==> src/rtl/sys_proc_pkg.sv <==
// sys_proc_pkg: opcodes, field widths and shared constants for the motor/encoder I/O processor
package sys_proc_pkg;
    localparam int CMD_W    = 12;
    localparam int OPCODE_W = 4;
    localparam int ARG_W    = 8;
    localparam logic [7:0] TEST_PATTERN = 8'hAA;
    localparam logic [6:0] PERIOD_MAX   = 7'd127;
    typedef enum logic [OPCODE_W-1:0] {
        OP_NOP  = 4'h0,
        OP_ENC1 = 4'h1,
        OP_ENC2 = 4'h2,
        OP_ENC3 = 4'h3,
        OP_ENC4 = 4'h4,
        OP_PWM1 = 4'h9,
        OP_PWM2 = 4'hA,
        OP_PWM3 = 4'hB,
        OP_PWM4 = 4'hC,
        OP_TEST = 4'hF
    } opcode_t;
    function automatic logic [6:0] clamp_period(input logic [15:0] v);
        return (v > {9'd0, PERIOD_MAX}) ? PERIOD_MAX : v[6:0];
    endfunction
endpackage

==> src/rtl/system_processor_encoder_period_meter.sv <==
// encoder_period_meter: measures one quadrature encoder's A-rise period and direction
// Ports: i_clk, i_rst_n (sync, active-low), i_a/i_b async encoder channels,
//        o_meas = {dir, period[6:0]} with period in 2^PRESCALE_SHIFT clock units.
module encoder_period_meter
    import sys_proc_pkg::*;
#(
    parameter int PRESCALE_SHIFT = 3
) (
    input  logic       i_clk,
    input  logic       i_rst_n,
    input  logic       i_a,
    input  logic       i_b,
    output logic [7:0] o_meas
);
    logic [1:0]  r_a_sync;
    logic [1:0]  r_b_sync;
    logic        r_a_dly;
    logic        r_seen;
    logic        r_dir;
    logic [15:0] r_ccnt;
    logic [6:0]  r_period;
    logic        w_rise;
    assign w_rise = r_a_sync[1] & ~r_a_dly;
    assign o_meas = {r_dir, r_period};
    always_ff @(posedge i_clk) begin
        if (!i_rst_n) begin
            r_a_sync <= '0;
            r_b_sync <= '0;
            r_a_dly  <= 1'b0;
            r_seen   <= 1'b0;
            r_dir    <= 1'b0;
            r_ccnt   <= '0;
            r_period <= '0;
        end else begin
            r_a_sync <= {r_a_sync[0], i_a};
            r_b_sync <= {r_b_sync[0], i_b};
            r_a_dly  <= r_a_sync[1];
            if (w_rise) begin
                // the first rise after reset only starts the interval
                r_ccnt <= 16'd1;
                r_seen <= 1'b1;
                if (r_seen) begin
                    r_period <= clamp_period(r_ccnt >> PRESCALE_SHIFT);
                    r_dir    <= r_b_sync[1];
                end
            end else if (r_ccnt != 16'hFFFF) begin
                r_ccnt <= r_ccnt + 16'd1;
            end else begin
                // stalled encoder: report maximum period, keep last direction
                r_period <= PERIOD_MAX;
            end
        end
    end
endmodule

==> src/rtl/system_processor_top.sv <==
// system_processor_top: command decoder, four PWM channels and four encoder readouts
// Ports: clk_sys, rst_n (sync, active-low), A/B encoder channels (bit n = encoder n+1),
//        cmdata {opcode[11:8], arg[7:0]}, dataout readout register, pwm1..pwm4 outputs.
module system_processor_top #(
    parameter int         PRESCALE_SHIFT = 3,
    parameter logic [7:0] TEST_PATTERN   = sys_proc_pkg::TEST_PATTERN
) (
    input  logic        clk_sys,
    input  logic        rst_n,
    input  logic [3:0]  A,
    input  logic [3:0]  B,
    input  logic [11:0] cmdata,
    output logic [7:0]  dataout,
    output logic        pwm1,
    output logic        pwm2,
    output logic        pwm3,
    output logic        pwm4
);
    import sys_proc_pkg::*;
    logic [CMD_W-1:0]    r_cmd;
    logic [7:0]          r_duty [4];
    logic [7:0]          r_pcnt;
    logic [3:0]          r_pwm;
    logic [7:0]          r_dataout;
    logic [OPCODE_W-1:0] w_op;
    logic [ARG_W-1:0]    w_arg;
    logic [7:0]          w_meas [4];
    logic [1:0]          w_enc_idx;
    logic                w_is_enc;
    logic [7:0]          w_readout;
    assign w_op      = r_cmd[11:8];
    assign w_arg     = r_cmd[7:0];
    // opcodes 1..4 map onto meter 0..3 (4 wraps to 3 in two bits)
    assign w_enc_idx = w_op[1:0] - 2'd1;
    assign w_is_enc  = (w_op >= OP_ENC1) && (w_op <= OP_ENC4);
    assign w_readout = w_is_enc ? w_meas[w_enc_idx] : (w_op == OP_TEST) ? TEST_PATTERN : 8'h00;
    assign dataout   = r_dataout;
    assign {pwm4, pwm3, pwm2, pwm1} = r_pwm;
    for (genvar g = 0; g < 4; g++) begin : g_enc
        encoder_period_meter #(.PRESCALE_SHIFT(PRESCALE_SHIFT)) u_meter (
            .i_clk   (clk_sys),
            .i_rst_n (rst_n),
            .i_a     (A[g]),
            .i_b     (B[g]),
            .o_meas  (w_meas[g])
        );
    end
    always_ff @(posedge clk_sys) begin
        if (!rst_n) begin
            r_cmd     <= '0;
            r_pcnt    <= '0;
            r_pwm     <= '0;
            r_dataout <= '0;
            for (int i = 0; i < 4; i++) r_duty[i] <= '0;
        end else begin
            r_cmd     <= cmdata;
            r_pcnt    <= r_pcnt + 8'd1;
            r_dataout <= w_readout;
            for (int i = 0; i < 4; i++) r_pwm[i] <= r_pcnt < r_duty[i];
            case (w_op)
                OP_PWM1: r_duty[0] <= w_arg;
                OP_PWM2: r_duty[1] <= w_arg;
                OP_PWM3: r_duty[2] <= w_arg;
                OP_PWM4: r_duty[3] <= w_arg;
                default: ;
            endcase
        end
    end
endmodule

==> config.mk <==
export PLATFORM = sky130hd
export DESIGN_NAME = system_processor_top
export DESIGN_NICKNAME = d
export VERILOG_FILES = /design/src/rtl/sys_proc_pkg.sv /design/src/rtl/system_processor_encoder_period_meter.sv /design/src/rtl/system_processor_top.sv
export SDC_FILE = /design/constraint.sdc
export NUM_CORES = 1
export LEC_CHECK = 0
export ABC_AREA = 1
export BUFFER_PORTS_ARGS = -buffer_cell sky130_fd_sc_hd__buf_2
export CAP_MARGIN = 20
export CORE_MARGIN = 8
export CORE_UTILIZATION = 60
export DETAILED_ROUTE_END_ITERATION = 12
export MAX_ROUTING_LAYER = met4
export PLACE_DENSITY = 0.8
export SLEW_MARGIN = 10
export SYNTH_ARGS = -nofsm -noshare
export SYNTH_HDL_FRONTEND = slang
export SYNTH_SLANG_ARGS = --single-unit
==> constraint.sdc <==
create_clock -name clk_sys -period 3.7 [get_ports clk_sys]
set_clock_uncertainty 0.15 [all_clocks]
set_input_delay 0.555 -clock clk_sys [delete_from_list [all_inputs] [get_ports clk_sys]]
set_output_delay 0.555 -clock clk_sys [all_outputs]
set_load 0.02 [all_outputs]
# After elaboration in Yosys (flattened, before gate mapping)
# Memory sizes are Yosys's and may differ from the RTL's.
# Cells that the tools add are included.
# word_totals
output_inout_bits	12
n_memories	1
in_bits	22
mem_bits_rw	32
rom_bits	0
latch_bits	0
regBits	152
elab_cells	148
# op_classes
order_cmp	11
n_reduce_logical	17
eq_ne	17
muxes	46
n_mul	0
shifts	0
div	0
add_sub_neg	6
bitwise_logic	14
# memory_table
name	depth	word_bits	rd	rd_clocked_by_memory_dff	wr	line	source
r_duty	4	8	4	0	4	system_processor_top.sv:21	logic [7:0] r_duty [4];
# op_table
operator	count
7-bit two-way mux	16
16-bit by 1-bit adder with 16-bit output, second input constant	4
8-bit two-way mux	8
16-bit inequality test, second input constant	4
13-bit by 7-bit greater-than comparator with 1-bit output, second input constant	4
8-bit less-than comparator	4
1-bit two-way mux	21
4-bit == test, second input constant	5
8-bit binary-select mux with 2-bit select	1
2-bit by 1-bit inequality test with 1-bit output, second input constant	8
2-bit AND reduction	8
8-bit by 1-bit adder with 8-bit output, second input constant	1
2-bit nonzero test	4
2-bit OR reduction	4
1-bit inverter	5
1-bit bitwise AND	4
4-bit by 1-bit greater-or-equal comparator with 1-bit output, second input constant	1
4-bit by 3-bit less-or-equal comparator with 1-bit output, second input constant	1
1-bit OR	4
3-bit greater-or-equal comparator, second input constant	1
2-bit inverter with 3-bit output	1
2-bit by 1-bit subtractor with 2-bit output, second input constant	1
1-bit logical AND	1

# Depth between registers and ports, before layout
# Gate-level depths: netlist of run 1.
# depth
word_depth	6
depth_mapped	10
depth_no_buf	10

# Cells and area by module
# From an unflattened synthesis of run 1, not the netlist that was laid out.
# unflattened
hier_cells	1304
hier_area_um2	9298.9
# by_module_without_submodules
mod	cells_per_inst	n_inst	area_each_um2
encoder_period_meter	229	4	1505.2
system_processor_top	388	1	3278.1

# Least setup slack after synthesis of run 1
# No wires, ideal clock.
# synth_path
path_type	flip-flop to flip-flop
start	register r_cmd[8]
end	register r_dataout[3] (netlist: dataout[3])
required_time_ns	3.414
arrival_time_ns	1.651
setup_ns	0.136
slack_ns	1.763
stages_incl_launch_ff	10
synth_period_minus_slack_ns	1.937
path_buffers	2
path_cell_list	dfxtp_1 > inv_1 > clkbuf_1 > ha_1 > clkbuf_1 > inv_1 > a21oi_1 > o21ai_0 > nand2_1 > o21ai_0
# synth_between
elab_chain_cells	6
word_cells_on_any_way	11
cone_classes	add/sub (1); order compare (2); eq/ne (1); mux (5); bitwise (1); reduce/logical (1)
# synth_rtl
element	line	source
from (decl)	system_processor_top.sv:20	logic [CMD_W-1:0] r_cmd;
from (signal assigned)	system_processor_top.sv:56	r_cmd <= cmdata;
2-bit by 1-bit subtractor with 2-bit output	system_processor_top.sv:34	assign w_enc_idx = w_op[1:0] - 2'd1;
2-bit inverter with 3-bit output (not written as such)	system_processor_top.sv:36	assign w_readout = w_is_enc ? w_meas[w_enc_idx] : (w_op == OP_TEST) ? TEST_PATTERN : 8'h00;
8-bit binary-select mux with 2-bit select	system_processor_top.sv:36	
8-bit two-way mux (not written as such) (2 in series)	system_processor_top.sv:36	
8-bit two-way mux *	system_processor_top.sv:36	
to (signal assigned)	system_processor_top.sv:58	r_dataout <= w_readout;
to (decl)	system_processor_top.sv:24	logic [7:0] r_dataout;
# Every way passes the cells marked *; elsewhere a longest branch is shown, timed or not. The select of a mux whose other input is x is not followed.
# A chain may end at the register's enable or synchronous reset.

# Worst setup path in the final report of run 1
# layout_path
start	register r_cmd[8]
end	register r_dataout[5] (netlist: dataout[5])
# Same word-level chain as after synthesis.

==> metrics.md, run 1 <==
| Metric | Value |
|---|---|
| Area delta synth->final | 9.65% |
| Hold Buf Count CTS | 0 |
| Rows | 45 |
| Internal | 3.26 mW |
| Antenna Nets Post-Route | 0 |
| Postcts setup bufs | 0 |
| Synth warnings | 0 |
| Sw frac | 22.7% |
| Synth cell types | 35 |
| Comb pwr share | 5.5% |
| Flop-to-flop setup slack | 1.14 ns |
| Hold Crit Class | in2reg |
| Synth area leaders | dfxtp_1 (34%), nand2_1 (11%), edfxtp_1 (11%) |
| Worst-Margin Slew | 0.748 ns |
| Cell count after synthesis | 1,243 |
| # DRC | 0 |
| Syn Area/Cell | 7.30 um^2 |
| Die Wd | 139 um |
| Setup violations, final | 0 |
| Slew margin rel. | 50.1% |
| Vias post-DR | 7,662 |
| Die Ht | 139 um |
| Area share of the largest cell type after synthesis | 33.5% |
| Register area share after synthesis | 44.1% |
| Total die area | 0.0193 mm^2 |
| Setup tns final | 0 ns |
| Sequential Power Share | 50.6% |
| CP required | 3.84 ns |
| CORE AREA | 0.0150 mm^2 |
| Share of layout cells above drive strength 1 | 9.08% |
| Leak | 4.61 nW |
| Critical Path Sink Type | register |
| Global Route Usage Sum | 20.2% |
| Post-Syn Area | 0.00908 mm^2 |
| Nets | 1,335 |
| Drt pass-1 iters | 5 |
| Crit-path slowest cell | dfxtp_1 |
| Max incr delay on CP | 0.74 ns |
| #FFs+latches synth | 184 |
| Fmax | 391 MHz |
| Vias in the first global route | 6,787 |
| Outcome | completed |
| Worst vdd ir | 0.000361 V |
| Post_cts resized | 0 |
| Cell chain of the critical path | inv_1, ha_1, inv_1, a21oi_1, o21ai_0, nand2_1, o21ai_0 |
| Antenna violations before repair | 0 |
| Commonest non-fill, non-tap cells in the layout | nand2_1 (278), inv_1 (225), dfxtp_1 (152) |
| N_diodes | 0 |
| Ports | 34 |
| Root buffer cell | clkbuf_16 |
| Most common cell after layout, fill and taps aside | nand2_1 |
| Crit Path Category | reg2reg |
| Maxcap violations | 0 |
| Final worst-path cycle share | 69.1% |
| Cells after DPL | 1,443 |
| Worst setup SP type | register |
| Clk sinks | 184 |
| Arr. time, crit path | 2.69 ns |
| Crit-path max FO | 23 |
| Clock-pin slew on the worst setup and hold paths | 0.07 ns |
| CTS max path bufs | 2 |
| Pin count of the biggest net entering global routing | 78 |
| Skew-Pair Late Insertion Delay | 0.44 ns |
| GR Overflow Total | 0 |
| Largest area contributor in the netlist | dfxtp_1 |
| Total power | 4.22 mW |
| Minimum clock period | 2.56 ns |
| First DRT Iteration DRCs | 577 |
| Effective utilization at floorplan | 60.6% |
| CTS tree | built |
| Sw power | 0.960 mW |
| PwrDens | 424 mW/mm^2 |
| Fin cells | 1,476 |
| IO Port Bufs | 33 |
| Synthesized Nets | 1,303 |
| Final Slew Violations | 0 |
| Vias per cell | 5.19 |
| RSZ-0062 raised after global routing | no |
| CTS Buf Count | 17 |
| Hpwl dp | 13,500 um |
| Hold Violations, Final | 0 |
| Global-route wire length before repair | 31,300 um |
| Post-Route WL | 18,700 um |
| Routed WL per cell | 12.7 um |
| H-tree Lvls | 4 |
| Clock power share | 43.9% |
| Final GP Congestion | 0.925 |
[area by class of cell]
cell class	count	area (um^2)
Multi-Input combinational cell	799	4040
Tap cell	188	235
Clock inverter	10	146
Fill cell	1255	5020
Inverter	238	893
Clock buffer	22	454
Sequential cell	184	4000
Timing Repair Buffer	35	178
[per-layer routing]
| metal | track usage (%) | routed length, um | vias to the layer above |
|---|---|---|---|
| met4 | 6.35 | 311 | 0 |
| li1 | - | - | 4000 |
| met5 | - | 0 | - |
| met1 | 23.8 | 8340 | 3466 |
| met3 | 4.17 | 775 | 29 |
| met2 | 34.1 | 9310 | 167 |
[power groups by stage]
stage	registers [mW]	logic (mW)	clock network, mW
final	2.14	0.232	1.85
after global routing	2.15	0.269	1.95
after CTS	2.14	0.234	1.87
after detailed placement	2.18	0.231	0
after global placement	2.18	0.222	0
after floorplan	2.18	0.166	0
[critical path, delay by kind of cell (launching register included)]
kind / cells / cell delay, ns
simple gates: 1 / 0.09
compound gates: 3 / 0.31
fa+ha+maj: 1 / 0.55
flops: 1 / 0.74
buf+inv: 2 / 0.58
[registers in the layout, indices dropped and copies added (netlist names)]
| signal | flops |
|---|---|
| g_enc.u_meter.r_ccnt | 64 |
| r_duty | 32 |
| g_enc.u_meter.r_period | 28 |
| r_cmd | 12 |
| dataout | 8 |
| g_enc.u_meter.r_a_sync | 8 |
| g_enc.u_meter.r_b_sync | 8 |
| r_pcnt | 8 |
| g_enc.u_meter.r_a_dly | 4 |
| g_enc.u_meter.r_dir | 4 |
| g_enc.u_meter.r_seen | 4 |
| r_pwm | 4 |
[per-stage QoR]
| step | utilization, % | hold slack, ns | cell area, um^2 | worst slack, ns |
|---|---|---|---|---|
| floorplan | - | 0.240 | 9080 | 1.76 |
| global placement | 62.4 | 0.242 | 9350 | 1.18 |
| detailed placement | 62.4 | 0.247 | 9350 | 1.14 |
| CTS | 66.4 | 0.135 | 9950 | 1.13 |
| global route | 66.5 | 0.138 | 9950 | 0.861 |
| finish | 66.5 | 0.149 | 9950 | 1.14 |
[cell families (layout without fill, tap and decap cells)]
| group | Yosys count | in the layout | share of synthesized area (%) |
|---|---|---|---|
| buffers and inverters | 260 | 305 | 11.4 |
| xor gates and xnor gates | 2 | 2 | 0.193 |
| AOI/OAI and AO/OA | 143 | 143 | 8.59 |
| DFF | 184 | 184 | 44.1 |
| and+or+nand+nor | 616 | 616 | 30.5 |
| adders and majority gates | 38 | 38 | 5.24 |
[worst paths after layout]
check                               start                           end  cells after the start
max                              r_cmd[8]                    dataout[5]                      7
min                             cmdata[6]                      r_cmd[6]                      3
max reg2reg                      r_cmd[8]                    dataout[5]                      7
min reg2reg  g_enc[1].u_meter.r_b_sync[0]  g_enc[1].u_meter.r_b_sync[1]                      2
[cells in the mapped netlist (all sizes together)]
cell	instances
o31a	4
edfxtp	32
ha	38
nand3	120
nor3	11
a21oi	63
clkinv	2
o31ai	1
or2	6
xor2	1
o2111ai	1
a31oi	28
nor2	157
buf	11
clkbuf	11
nand2	288
dfxtp	152
o21ai	46
nand3b	13
and2	5
inv	236
xnor2	1
nand4	16
No activity file was read; power rests on OpenSTA's default activity.
==> inputs of run 2 (changes only) <==
- CORE_UTILIZATION: 60 -> 56
- PLACE_DENSITY: 0.8 -> 0.78
- clock period: 3.7 -> 2.35 ns (I/O delays scaled with it)
==> run 2 against run 1 <==
  * Cell count rose by 3.4%
  * Clock power grew 63%
  * Register-to-register slack got worse by 0.95 ns
  * Sequential share of layout area down 1.2 points
  * Critical endpoint is now dataout[1]
  * Setup slack got worse by 0.95 ns
  * Global-route usage shrank 0.61 points
  * Largest cell class unchanged
  * First-iteration DRC count fell by 24%
  * Routed wire length grew 0.60%
==> metrics.md, run 2 (synthesis gave the netlist of run 1 again) <==
| Metric | Value |
|---|---|
| Final Slew Violations | 0 (unchanged) |
| Met2 wire length | 9120 um (-2.1%) |
| RSZ-0062 raised after global routing | no |
| CTS max path bufs | 2 (unchanged) |
| FF/Latch Area | 0.00400 mm^2 (unchanged) |
| Antenna Nets Post-Route | 0 (unchanged) |
| PwrDens | 662 mW/mm^2 (+56%) |
| Filler Cell Count | 1,369 (+9.1%) |
| Final GP Congestion | 0.907 (-2.0%) |
| Share of layout cells above drive strength 1 | 9.54% (+0.46 points) |
| Clock-pin slew on the worst setup and hold paths | 0.07 ns (about the same) |
| Total die area | 0.0205 mm^2 (+6.3%) |
| Crit Path Category | reg2reg |
| Vias per cell | 5.04 (-2.9%) |
| Sequential Power Share | 49.5% (-1.1 points) |
| GR Overflow Total | 0 (unchanged) |
| H-tree Lvls | 4 (unchanged) |
| Hpwl dp | 13,400 um (-0.88%) |
| Final Util | 64.5% (-1.9 points) |
| Sw frac | 22.9% (+0.15 points) |
| WL met1 | 8460 um (+1.4%) |
| Vias in the first global route | 7,119 (+4.9%) |
| Worst setup SP type | register |
| Setup violations, final | 0 (unchanged) |
| Arr. time, crit path | 2.29 ns (-0.40 ns) |
| Sw power | 1.55 mW (+62%) |
| Worst hold slack | 0.173 ns (+0.0241 ns) |
| Max incr delay on CP | 0.56 ns (-0.18 ns) |
| Comb pwr share | 6.0% (+0.5 points) |
| Die Ht | 143 um (+3.1%) |
| Global-route wire length before repair | 31,800 um (+1.4%) |
| Drt pass-1 iters | 5 (unchanged) |
| Rows | 46 (+2.2%) |
| Biggest registers after layout | g_enc.u_meter.r_ccnt x64, r_duty x32, g_enc.u_meter.r_period x28 |
| Final worst-path cycle share | 91.6% (+22 points) |
| Worst-Margin Slew | 0.650 ns (-0.0978 ns) |
| # DRC | 0 (unchanged) |
| Crit-path slowest cell | o2111ai_1 |
| Global Route Usage Sum | 19.6% (-0.61 points) |
| Area delta synth->final | 12.9% |
| Effective utilization at floorplan | 57.1% (-3.5 points) |
| Multi-input gate area | 0.00405 mm^2 (about the same) |
| Routed WL per cell | 12.4 um (-2.7%) |
| Ports | 34 (unchanged) |
| Critical Path Sink Type | register |
| Clk sinks | 184 (unchanged) |
| Slew margin rel. | 56.6% (+6.5 points) |
| Hold Violations, Final | 0 (unchanged) |
| Minimum clock period | 2.15 ns (-0.405 ns) |
| Pin count of the biggest net entering global routing | 78 (unchanged) |
| Setup tns final | 0 ns (unchanged) |
| Outcome | completed |
| Clock power share | 44.5% (+0.6 points) |
| Routed wl met3 | 800 um (+3.2%) |
| Maxcap violations | 0 (unchanged) |
| Post-Route WL | 18,900 um (+0.60%) |
| Crit-path max FO | 22 (-4.3%) |
| Number of flip-flops in the largest register | 64 (unchanged) |
| Total power | 6.79 mW (+61%) |
| Die Wd | 143 um (+3.1%) |
| Most flops, register | g_enc.u_meter.r_ccnt |
| N_diodes | 0 (unchanged) |
| First DRT Iteration DRCs | 441 (-24%) |
| Skew-Pair Late Insertion Delay | 0.43 ns (about the same) |
| CP required | 2.49 ns (-1.35 ns) |
| Cells after DPL | 1,473 (+2.1%) |
| Max Used Layer | met4 |
| IO Port Bufs | 33 (unchanged) |
| CTS tree | built |
| Internal | 5.23 mW (+60%) |
| Worst vdd ir | 0.000557 V (+54%) |
| Nets | 1,357 (+1.6%) |
| Commonest non-fill, non-tap cells in the layout | nand2_1 (278), inv_1 (225), dfxtp_1 (152) |
| Fin cells | 1,526 (+3.4%) |
| Vias post-DR | 7,691 (+0.38%) |
| Leak | 4.74 nW (+2.8%) |
| Root buffer cell | clkbuf_16 |
| Most common cell after layout, fill and taps aside | nand2_1 |
| CORE AREA | 0.0159 mm^2 (+6.1%) |
| Hold Crit Class | in2reg |
| Antenna violations before repair | 0 (unchanged) |
| Fmax | 465 MHz (+19%) |
| Cell chain of the critical path | buf_4, inv_1, ha_2, o2111ai_1, o21ai_0 |
| CTS Buf Count | 17 (unchanged) |
run 2: cell types whose count changed in the layout (fill, tap and decap cells not counted):
cell / change
clkbuf_1: -4
buf_4: +1
clkinv_4: -1
buf_12: +1
clkinvlp_4: -2
dlygate4sd3_1: +20
clkbuf_16: +1
clkinv_1: -1
inv_6: +3
ha_2: +1
ha_1: -1
clkinv_2: +4
run 2: through the flow:
| step | setup slack [ns] | area, um^2 |
|---|---|---|
| floorplan | 0.413 | 9080 |
| global placement | 0.265 | 9410 |
| detailed placement | 0.165 | 9410 |
| CTS | 0.160 | 10200 |
| global route | 0.0172 | 10200 |
| finish | 0.198 | 10200 |
run 2: worst paths after layout:
path              slack (ns)                            to                         start  depth (start not counted)
setup / recovery        0.20                    dataout[1]                      r_cmd[8]                          5
hold / removal          0.17       g_enc[3].u_meter.r_seen                         rst_n                          3
setup reg to reg        0.20                    dataout[1]                      r_cmd[8]                          5
hold reg to reg         0.26  g_enc[3].u_meter.r_a_sync[1]  g_enc[3].u_meter.r_a_sync[0]                          2
run 2: power by group through the flow:
stage / Combinational [mW] / Clock, mW / Sequential, mW
after floorplan: 0.261 / 0 / 3.43
after global placement: 0.358 / 0 / 3.43
after global routing: 0.462 / 3.20 / 3.37
after CTS: 0.402 / 3.07 / 3.36
after detailed placement: 0.372 / 0 / 3.43
final: 0.404 / 3.02 / 3.36
run 2: area by class of cell:
cell class,instances,area share [%]
multi-input combinational,799,39.5
sequential,184,39.1
inverter,238,8.72
clock buffer,19,4.53
timing repair buffer,57,3.96
tap,216,2.64
clock inverter,13,1.61
run 2: timing repair:
action	CTS	global route
buffers inserted	0	0
setup endpoints to repair	0	3
hold buffers	20	0
hold endpoints to repair	20	0
resized for setup	0	1
run 2: per-layer routing:
metal | track usage (%) | vias to the layer above
met2 | 32.5 | 168
met5 | - | -
met4 | 8.19 | 0
met1 | 23.3 | 3438
met3 | 3.15 | 35
li1 | - | 4050
run 2: critical path, delay by kind of cell (launching register included):
family          cells  cell delay, ns
buf+inv             2            0.47
flops               1            0.34
compound gates      2            0.76
fa+ha+maj           1            0.28
==> inputs of run 3 (changes only) <==
- ABC_AREA: 1 -> default
- PLACE_DENSITY: 0.78 -> default
- PLACE_DENSITY_LB_ADDON: default -> 0.3
==> run 3 against run 2 <==
  * Combinational power is 8.2% lower
  * Global-route usage rose by 0.71 points
  * First-iteration DRC count decreased by 0.45%
  * Non-clock buffer count up 14
  * Highest routed layer unchanged
==> metrics.md, run 3 <==
| Metric | Value |
|---|---|
| Worst hold slack | 0.0221 ns (-0.151 ns) |
| Top post-synthesis cells by count | dfxtp_1 (152), and2_1 (70), nand2_1 (66), nor2_1 (48), inv_1 (45) |
| Post-Syn Area | 0.00844 mm^2 (-7.1%) |
| Fmax | 453 MHz (-2.4%) |
| Hold Violations, Final | 0 (unchanged) |
| Rows | 45 (-2.2%) |
| Ports | 34 (unchanged) |
| Cell count after synthesis | 844 (-32%) |
| Synthesized Nets | 904 (-31%) |
| Dpl ws | 0.180 ns (+0.0151 ns) |
| Multi-input gate area | 0.00410 mm^2 (+1.4%) |
| Worst-Margin Slew | 0.682 ns (+0.0320 ns) |
| RSZ-0062 raised after global routing | no |
| Setup WS post-layout | 0.144 ns (-0.0539 ns) |
| FF/Latch Area | 0.00401 mm^2 (about the same) |
| Max incr delay on CP | 0.57 ns (about the same) |
| Final worst-path cycle share | 93.9% (+2.3 points) |
| PwrDens | 709 mW/mm^2 (+7.1%) |
| Setup tns final | 0 ns (unchanged) |
| Vias per cell | 5.98 (+19%) |
| Die Ht | 139 um (-3.2%) |
| Maxcap violations | 0 (unchanged) |
| Worst setup SP type | register |
| CTS tree | built |
| Final GP Congestion | 0.872 (-3.9%) |
| Number of flip-flops in the largest register | 64 (unchanged) |
| IO Port Bufs | 33 (unchanged) |
| Crit Path Category | reg2reg |
| Skew-Pair Late Insertion Delay | 0.43 ns (about the same) |
| Largest area contributor in the netlist | dfxtp_1 |
| Commonest non-fill, non-tap cells in the layout | dfxtp_1 (151), and2_1 (70), nand2_1 (66) |
| Hold Crit Class | in2reg |
| Die Wd | 139 um (-3.2%) |
| Biggest registers after layout | g_enc.u_meter.r_ccnt x64, r_duty x32, g_enc.u_meter.r_period x28 |
| Global-route wire length before repair | 31,000 um (-2.6%) |
| N_diodes | 0 (unchanged) |
| CTS max path bufs | 2 (unchanged) |
| Global Route Usage Sum | 20.3% (+0.71 points) |
| Antenna Nets Post-Route | 0 (unchanged) |
| Post-synth EDFFs | 32 (unchanged) |
| Ys async rst share | 0% (unchanged) |
| Antenna violations before repair | 0 (unchanged) |
| Vias post-DR | 6,585 (-14%) |
| #FFs+latches synth | 184 (unchanged) |
| CTS Buf Count | 17 (unchanged) |
| Cell chain of the critical path | ha_2, nand2_1, or4_4, o31ai_4, buf_4, o221a_1 |
| Pin count of the biggest net entering global routing | 25 (-68%) |
| Synth warnings | 0 (unchanged) |
| Critical Path Sink Type | register |
| # DRC | 0 (unchanged) |
| Area share of the largest cell type after synthesis | 36.1% (+2.5 points) |
| Slew margin rel. | 54.1% (-2.5 points) |
| Total die area | 0.0192 mm^2 (-6.3%) |
| Synth cell types | 65 (+86%) |
| Final Util | 64.6% (+0.086 points) |
| Share of layout cells above drive strength 1 | 12.0% (+2.5 points) |
| Register area share after synthesis | 47.5% (+3.3 points) |
| Crit-path slowest cell | or4_4 |
| Setup violations, final | 0 (unchanged) |
| Vias in the first global route | 6,306 (-11%) |
| Area delta synth->final | 14.7% |
| Post-Route WL | 18,700 um (-0.84%) |
| Clk sinks | 184 (unchanged) |
| CP required | 2.56 ns (+0.07 ns) |
| Hpwl dp | 13,300 um (-0.49%) |
| Crit-path max FO | 7 (-68%) |
| Root buffer cell | clkbuf_16 |
| Most flops, register | g_enc.u_meter.r_ccnt |
| Clock-pin slew on the worst setup and hold paths | 0.06 ns (about the same) |
| Routed WL per cell | 17.0 um (+37%) |
| Minimum clock period | 2.21 ns (+0.0539 ns) |
| Syn Area/Cell | 10.0 um^2 (+37%) |
| Outcome | completed |
| Filler Cell Count | 1,163 (-15%) |
| Worst vdd ir | 0.000649 V (+17%) |
| Drt pass-1 iters | 6 (+1) |
| Top-count cell post-synth | dfxtp_1 |
| Ys flop type | dfxtp_1 |
| H-tree Lvls | 4 (unchanged) |
| Most common cell after layout, fill and taps aside | dfxtp_1 |
| Synth area leaders | dfxtp_1 (36%), edfxtp_1 (11%), ha_1 (5.6%) |
| Final Slew Violations | 0 (unchanged) |
| Leak | 3.81 nW (-20%) |
| First DRT Iteration DRCs | 439 (-0.45%) |
| GR Overflow Total | 0 (unchanged) |
| Nets | 961 (-29%) |
| Arr. time, crit path | 2.42 ns (+0.13 ns) |
| CORE AREA | 0.0150 mm^2 (-5.7%) |
| Effective utilization at floorplan | 56.3% (-0.81 points) |
==> run 3: where the power goes <==
part           switching (mW)  internal [mW]  leakage [nW]
combinational           0.203          0.167          1.94
clock                    1.17           1.96         0.326
sequential             0.0630           3.30          1.54
==> run 3: worst paths after layout <==
| kind | startpoint | end | slack, ns | cells past startpoint |
|---|---|---|---|---|
| worst max-delay path | g_enc[1].u_meter.r_ccnt[1] | g_enc[1].u_meter.r_period[2] | 0.14 | 6 |
| worst min-delay path | A[3] | g_enc[3].u_meter.r_a_sync[0] | 0.02 | 2 |
| worst max register to register | g_enc[1].u_meter.r_ccnt[1] | g_enc[1].u_meter.r_period[2] | 0.14 | 6 |
| worst min register to register | g_enc[1].u_meter.r_a_sync[0] | g_enc[1].u_meter.r_a_sync[1] | 0.28 | 1 |
==> run 3: final cells by class <==
class	instances	share of cell area [%]
Inverter	46	1.78
Multi-Input combinational cell	581	42.4
Timing Repair Buffer	71	5.12
Tap cell	188	2.43
Clock inverter	10	1.66
Sequential cell	184	41.4
Clock buffer	21	5.20
==> run 3: through the flow <==
step | instances | area [um^2] | total power, mW
after floorplan | 844 | 8440 | 3.65
after global placement | 1051 | 8820 | 3.75
after detailed placement | 1051 | 8820 | 3.77
after CTS | 1100 | 9660 | 6.91
after global routing | 1101 | 9670 | 7.10
final | 1101 | 9670 | 6.86
==> run 3: what timing repair did <==
| action | 4_1_cts | 5_1_grt |
|---|---|---|
| setup buffers | 0 | 1 |
| gates resized for setup | 0 | 2 |
| hold buffers | 18 | 0 |
| endpoints found under the hold margin | 18 | 0 |
| endpoints found under the setup margin | 0 | 7 |
==> run 3: cell families (layout without fill, tap and decap cells) <==
kind of cell	after synthesis	after routing	share of synthesized area, %
muxes	21	21	3.68
adders and majority gates	38	38	5.64
buffers and inverters	79	148	3.94
and+or+nand+nor	332	332	21.9
DFF	184	184	47.5
xor gates and xnor gates	6	6	0.623
AOI/OAI and AO/OA	184	184	16.8
==> run 3: routing by layer <==
layer  vias up  global-route usage [%]  part of all wire (%)
met2       160                    34.6                    51
met5         -                       -                     0
met1      3146                    23.3                    43
met3        29                    4.61                   4.2
met4         0                    6.41                   1.6
li1       3250                       -                     -
==> run 3: critical path: cells and delay by family, from the launching register on <==
kind            cells  cell delay [ns]
fa+ha+maj           1             0.24
buf+inv             1             0.19
compound gates      2             0.45
flops               1             0.40
simple gates        2             0.72
